## config.mk

```make
export PLATFORM = sky130hd
export DESIGN_NAME = instruction_fetch_stage
export DESIGN_NICKNAME = d
export VERILOG_FILES = /design/src/rtl/instruction_fetch_stage.sv
export SDC_FILE = /design/constraint.sdc
export NUM_CORES = 1
export LEC_CHECK = 0
export ABC_AREA = 1
export BUFFER_PORTS_ARGS = -buffer_cell sky130_fd_sc_hd__clkbuf_2
export CAP_MARGIN = 20
export CORE_ASPECT_RATIO = 0.6
export CORE_MARGIN = 4
export CORE_UTILIZATION = 49
export DETAILED_ROUTE_END_ITERATION = 12
export PLACE_DENSITY = 0.8
export SLEW_MARGIN = 25
export SYNTH_ARGS = -nofsm -noshare
export SYNTH_HDL_FRONTEND = slang
export SYNTH_SLANG_ARGS = --single-unit
```

## constraint.sdc

```tcl
create_clock -name clk -period 1.9 [get_ports clk]
set_input_delay 0.475 -clock clk [delete_from_list [all_inputs] [get_ports clk]]
set_output_delay 0.475 -clock clk [all_outputs]
set_load 0.03 [all_outputs]
```

## src/rtl/instruction_fetch_stage.sv

```systemverilog
// instruction_fetch_stage: PC register and IF/ID pipeline register with stall, flush and redirect.
// Optional fetch/bubble counters enabled by FETCH_PERF_CNT_EN.
module instruction_fetch_stage #(
  parameter logic [31:0] RESET_PC   = 32'h0000_0000,
  parameter int          IMEM_BYTES = 256,
  parameter logic [31:0] NOP_INST   = 32'h0000_0013
) (
  input  logic        clk,
  input  logic        rst,
  input  logic        stall_i,
  input  logic        flush_i,
  input  logic        branch_taken_i,
  input  logic [31:0] branch_target_i,
  output logic [31:0] imem_addr_o,
  input  logic [31:0] imem_inst_i,
  output logic [31:0] if_id_pc_o,
  output logic [31:0] if_id_pc4_o,
  output logic [31:0] if_id_inst_o,
  output logic        if_id_valid_o,
  output logic        fetch_oob_o
`ifdef FETCH_PERF_CNT_EN
  ,
  output logic [31:0] fetch_count_o,
  output logic [31:0] bubble_count_o
`endif
);
  logic [31:0] pc_q, pc_d, pc4;
  logic [31:0] id_pc_q, id_pc_d, id_pc4_q, id_pc4_d, id_inst_q, id_inst_d;
  logic        id_valid_q, id_valid_d;
  logic        load, bubble;
  assign pc4         = pc_q + 32'd4;
  assign imem_addr_o = pc_q;
  assign fetch_oob_o = pc_q > 32'(IMEM_BYTES - 4);
  // A redirect overrides a stall; otherwise a stall freezes both registers.
  assign load   = branch_taken_i | ~stall_i;
  assign bubble = branch_taken_i | flush_i | fetch_oob_o;
  always_comb begin
    pc_d       = branch_taken_i ? {branch_target_i[31:2], 2'b00} : stall_i ? pc_q : pc4;
    id_pc_d    = !load ? id_pc_q : bubble ? 32'd0 : pc_q;
    id_pc4_d   = !load ? id_pc4_q : bubble ? 32'd0 : pc4;
    id_inst_d  = !load ? id_inst_q : bubble ? NOP_INST : imem_inst_i;
    id_valid_d = !load ? id_valid_q : ~bubble;
  end
  always_ff @(posedge clk) begin
    if (rst) begin
      pc_q       <= RESET_PC;
      id_pc_q    <= '0;
      id_pc4_q   <= '0;
      id_inst_q  <= NOP_INST;
      id_valid_q <= 1'b0;
    end else begin
      pc_q       <= pc_d;
      id_pc_q    <= id_pc_d;
      id_pc4_q   <= id_pc4_d;
      id_inst_q  <= id_inst_d;
      id_valid_q <= id_valid_d;
    end
  end
  assign if_id_pc_o    = id_pc_q;
  assign if_id_pc4_o   = id_pc4_q;
  assign if_id_inst_o  = id_inst_q;
  assign if_id_valid_o = id_valid_q;
`ifdef FETCH_PERF_CNT_EN
  logic [31:0] fetch_cnt_q, bubble_cnt_q;
  always_ff @(posedge clk) begin
    if (rst) begin
      fetch_cnt_q  <= '0;
      bubble_cnt_q <= '0;
    end else begin
      fetch_cnt_q  <= fetch_cnt_q + 32'(load & ~bubble);
      bubble_cnt_q <= bubble_cnt_q + 32'(load & bubble);
    end
  end
  assign fetch_count_o  = fetch_cnt_q;
  assign bubble_count_o = bubble_cnt_q;
`endif
endmodule
```

After elaboration in Yosys (flattened, before gate mapping)
Index checks and enable logic that the tools add are counted.
- add/sub/neg operators: 1
- multipliers: 0
- divide/modulo/power cells: 0
- order comparisons: 1
- equal/unequal tests: 1
- shift operators: 0
- multiplexer cells: 5
- bitwise gates (word level): 5
- reductions and logical operators: 1
- operators with widths (operator ; count):
    $mux 32 ; 5
    $add 32x3->32 const B ; 1
    $gt 32x8->1 const B ; 1
    $or 1x1->1 ; 3
    $ne 2x1->1 const B ; 1
    $not 1->1 ; 2
    $reduce_or 2->1 ; 1
- register bits: 129
- bits in latches: 0
- RAM bits: 0
- memory bits (read-only): 0
- bits of input ports: 69
- output and inout bits: 130
- logic and storage cells: 20
- memories: 0

Logic depth before layout (Yosys ltp)
- depth in word-level cells: 3
- gate-level depth with buffers: 10
- gate-level depth less buffers: 10

Worst setup path before layout
OpenSTA, ideal clock, no wires.
- kind: flip-flop to flip-flop
- from: reg pc_q[2], in the netlist imem_addr_o[2]
- to: reg pc_q[16], in the netlist imem_addr_o[16]
- library setup time: 0.132 ns
- arrival time: 1.605 ns
- data required time: 1.768 ns
- path slack: 0.162 ns
- cell stages (with the launch flop): 8
- path buffers: 0
- period minus slack after synthesis: 1.738 ns
- path through: dfxtp_1 -> ha_1 -> nand3_1 -> nor2_2 -> nand3_1 -> xor2_1 -> nand2_1 -> a21oi_1
- word-level cells in the longest chain between the ends: 3
- RTL lines (element ; line ; text):
    from (decl) ; 27 ; logic [31:0] pc_q, pc_d, pc4;
    from (signal assigned) ; 52 ; pc_q <= pc_d;
    $add 32x3->32 ; 31 ; assign pc4 = pc_q + 32'd4;
    $mux 32 (2 in series) ; 38 ; pc_d = branch_taken_i ? {branch_target_i[31:2], 2'b00} : stall_i ? pc_q : pc4;
Every way passes these cells. The select of a mux whose other input is x is not followed.
A chain may end at the register's enable or synchronous reset.

Worst setup path in the final report
- from: reg pc_q[14], in the netlist imem_addr_o[14]
- to: out fetch_oob_o
- word-level cells in the longest chain between the ends: 1
- RTL lines (element ; line ; text):
    $gt 32x8->1 ; 33 ; assign fetch_oob_o = pc_q > 32'(IMEM_BYTES - 4);
    to (decl) ; 20 ; output logic fetch_oob_o
Every way passes these cells.

==> flow_summary.json <==
{
  "worstSetupEndpointType": "output port",
  "ys_top_cells_by_area": "dfxtp_1, nand2_1, nor2_1, nand3_1, a21oi_1",
  "die_area_um2": 12600,
  "wl_um": 16260,
  "insertedDiodeCount": 0,
  "grt_max_degree": 75,
  "fmax_ghz": 0.5105,
  "ir_worst_vdd_mv": 0.6681,
  "routedWlPerCell_um": 14.50,
  "ff2ff_path_depth": 8,
  "worstSetupPathType": "reg -> out",
  "timing.final.ws_setup_ns": -0.05893,
  "via_per_inst": 5.035,
  "cellLeakagePower_nw": 3.161,
  "clkTransAtPathRegs_ns": 0.06,
  "start_util_pct": 50.22,
  "die_x_um": 142.3,
  "hold_class": "in -> reg",
  "num_rows": 29,
  "ctsHoldBuffers": 0,
  "cp-start-kind": "flip-flop",
  "min_period_ns": 1.959,
  "drtIter0Drc": 455,
  "vias": 5644,
  "port_buffers": 190,
  "grt_pass1_wl_um": 25190,
  "chipHeight_um": 88.58,
  "grt_setup_unrepaired": "true",
  "worstSetupEndpoint": "fetch_oob_o",
  "synth_top_cell_area_share_pct": 46.44,
  "avgSynthCellArea_um2": 6.904,
  "first_global_vias": 4982,
  "crit_chain": "inv_2, nand4_1, nor2_1, nand2_2, nor2_4, inv_2, buf_8",
  "io_pins": 199,
  "placed_area_um2": 6445,
  "r2r-start": "imem_addr_o[2]$_SDFFE_PP0P_",
  "crit_slowest_cell": "dfxtp_4",
  "antenna_found_initial": 0,
  "power_density_nw_per_um2": 888.6,
  "drv_slew": 0,
  "n_fill_cell": 941,
  "worstHoldStart": "imem_inst_i[26]",
  "setup_viol": 1,
  "ant_nets": 0,
  "crit_required_ns": 1.42,
  "crit_top_cell": "inv_2",
  "clock_sinks": 123,
  "cts_buffer_depth": 2,
  "startpoint": "imem_addr_o[14]$_SDFFE_PP0P_",
  "ys_ff_latch": 123,
  "clock-root-buffer": "clkbuf_16",
  "synth_area_um2": 5303,
  "dp_hpwl_um": 11660,
  "final_nets": 1039,
  "p_total_mw": 6.361,
  "synth_seq_area_share_pct": 46.44,
  "drive_gt1_share_pct": 31.26,
  "core_um2": 10560,
  "failed_checks": "setup timing",
  "clk_latency_ns": 0.40,
  "numCtsBuffers": 17,
  "pre_cts_ws_ns": 0.2181,
  "ys_warn_count": 0,
  "synthCells": 768,
  "post-route-period-util_pct": 103.1,
  "cp.arrival_ns": 1.48,
  "reg2reg_slack_ns": 0.14,
  "fin_skew_ns": 0.007978,
  "drv_cap": 0,
  "grt_usage_pct": 25.42,
  "firstDrtPassIters": 5,
  "place.gp.congestion": 0.9937,
  "cts_tree": "done",
  "finalHoldViolations": 0,
  "slowest_delay_ns": 0.35,
  "outcome": "finished with violations",
  "synth_cell_type_count": 24,
  "yosys.area.top_type": "dfxtp_1",
  "grt-ovfl-total": 0,
  "design_area_um2": 7158,
  "syn_to_final_growth_pct": 34.99,
  "rr_endpoint": "imem_addr_o[12]$_SDFFE_PP0P_",
  "path_max_fanout": 2,
  "cts_htree_levels": 4,
  "drc_errors": 0
}
[power by group]
group / internal (mW) / switching, mW / leakage, nW
clock network: 1.86 / 1.24 / 0.279
registers: 2.62 / 0.0461 / 1.00
logic: 0.205 / 0.393 / 1.88
total: 4.68 / 1.68 / 3.16
[cells in the mapped netlist (all sizes together)]
| cell | count |
|---|---|
| dfxtp | 123 |
| clkbuf | 22 |
| a31oi | 7 |
| o21ai | 24 |
| nor3 | 2 |
| buf | 26 |
| a21oi | 64 |
| xnor2 | 3 |
| inv | 55 |
| conb | 1 |
| nor2 | 106 |
| nand2 | 253 |
| a22o | 2 |
| nand4 | 1 |
| nand3 | 67 |
| xor2 | 11 |
| ha | 1 |
[per-layer routing]
layer	track usage (%)	part of all wire (%)
met5	0	0
met3	10.80	13
met4	6.040	0.79
met1	36.21	45
met2	35.64	41
[worst min path at each step]
stage	cells past startpoint	to	slack, ns
2_1_floorplan	2	if_id_pc4_o[23]$_SDFFE_PP0P_	0.56
3_3_place_gp	2	if_id_pc_o[30]$_SDFFE_PP0P_	0.43
3_5_place_dp	2	if_id_pc4_o[16]$_SDFFE_PP0P_	0.43
4_1_cts	3	if_id_inst_o[26]$_SDFFE_PP0P_	0.30
5_1_grt	3	if_id_inst_o[12]$_SDFFE_PP0P_	0.31
6_report	3	if_id_inst_o[26]$_SDFFE_PP0P_	0.32
[sequential cells by signal, summed over array words and instances (netlist names)]
| name | flops |
|---|---|
| if_id_valid_o | 1 |
| if_id_pc_o | 30 |
| imem_addr_o | 30 |
| if_id_inst_o | 32 |
| if_id_pc4_o | 30 |
[per-stage QoR]
stage	TNS [ns]	utilization, %	hold WS, ns	instances
floorplan	0	-	0.5642	773
global placement	0	61.04	0.4252	1079
detailed placement	0	61.04	0.4273	1079
CTS	-0.08826	67.40	0.3039	1118
global route	-0.1272	67.79	0.3070	1121
finish	-0.05893	67.79	0.3159	1121
[final cells by class]
cell class              instances  area (um^2)  share of cell area [%]
flip-flops and latches        123         2495                   34.85
repair buffers                225         1276                   17.83
inverters                      55        206.4                   2.884
clock inverters                14        136.4                   1.905
clock buffers                  18        439.2                   6.135
well taps                     139        173.9                   2.430
multi-input cells             547         2431                   33.96
[cell usage in the layout (no fill, tap or decap), types with 3 or more instances in the layout]
cell type / n
buf_4: 32
a31oi_1: 7
nand2_2: 3
nor2_4: 4
clkbuf_16: 17
nand2_1: 250
clkbuf_2: 188
clkinv_4: 5
xor2_1: 11
nor2_2: 12
o21ai_0: 24
dfxtp_2: 11
inv_2: 14
nor2_1: 90
buf_12: 4
dfxtp_4: 5
xnor2_1: 3
dfxtp_1: 107
inv_6: 3
inv_1: 41
nand3_1: 67
a21oi_1: 64
conb_1: 6
[logic make-up (layout without fill, tap and decap cells)]
kind of cell | Yosys count | count (layout) | synth area share, %
AO/OA/AOI/OAI | 97 | 97 | 9.462
XOR/XNOR | 14 | 14 | 2.312
adder cells (fa/ha/maj) | 1 | 1 | 0.2359
buffers and inverters | 103 | 312 | 8.542
flip-flops | 123 | 123 | 46.44
other | 1 | 6 | 0.07072
AND/OR/NAND/NOR | 429 | 429 | 32.94
[repair_timing]
action	CTS	global route
endpoints found under the setup margin	1	3
resized for setup	30	10
buffers inserted	7	3
pin swaps	5	4
[critical path: cells and delay by family, from the launching register on]
| family | cells | cell delay (ns) |
|---|---|---|
| simple gates | 4 | 0.50 |
| flops | 1 | 0.35 |
| buf+inv | 3 | 0.23 |
No activity file was read; power rests on OpenSTA's default activity.
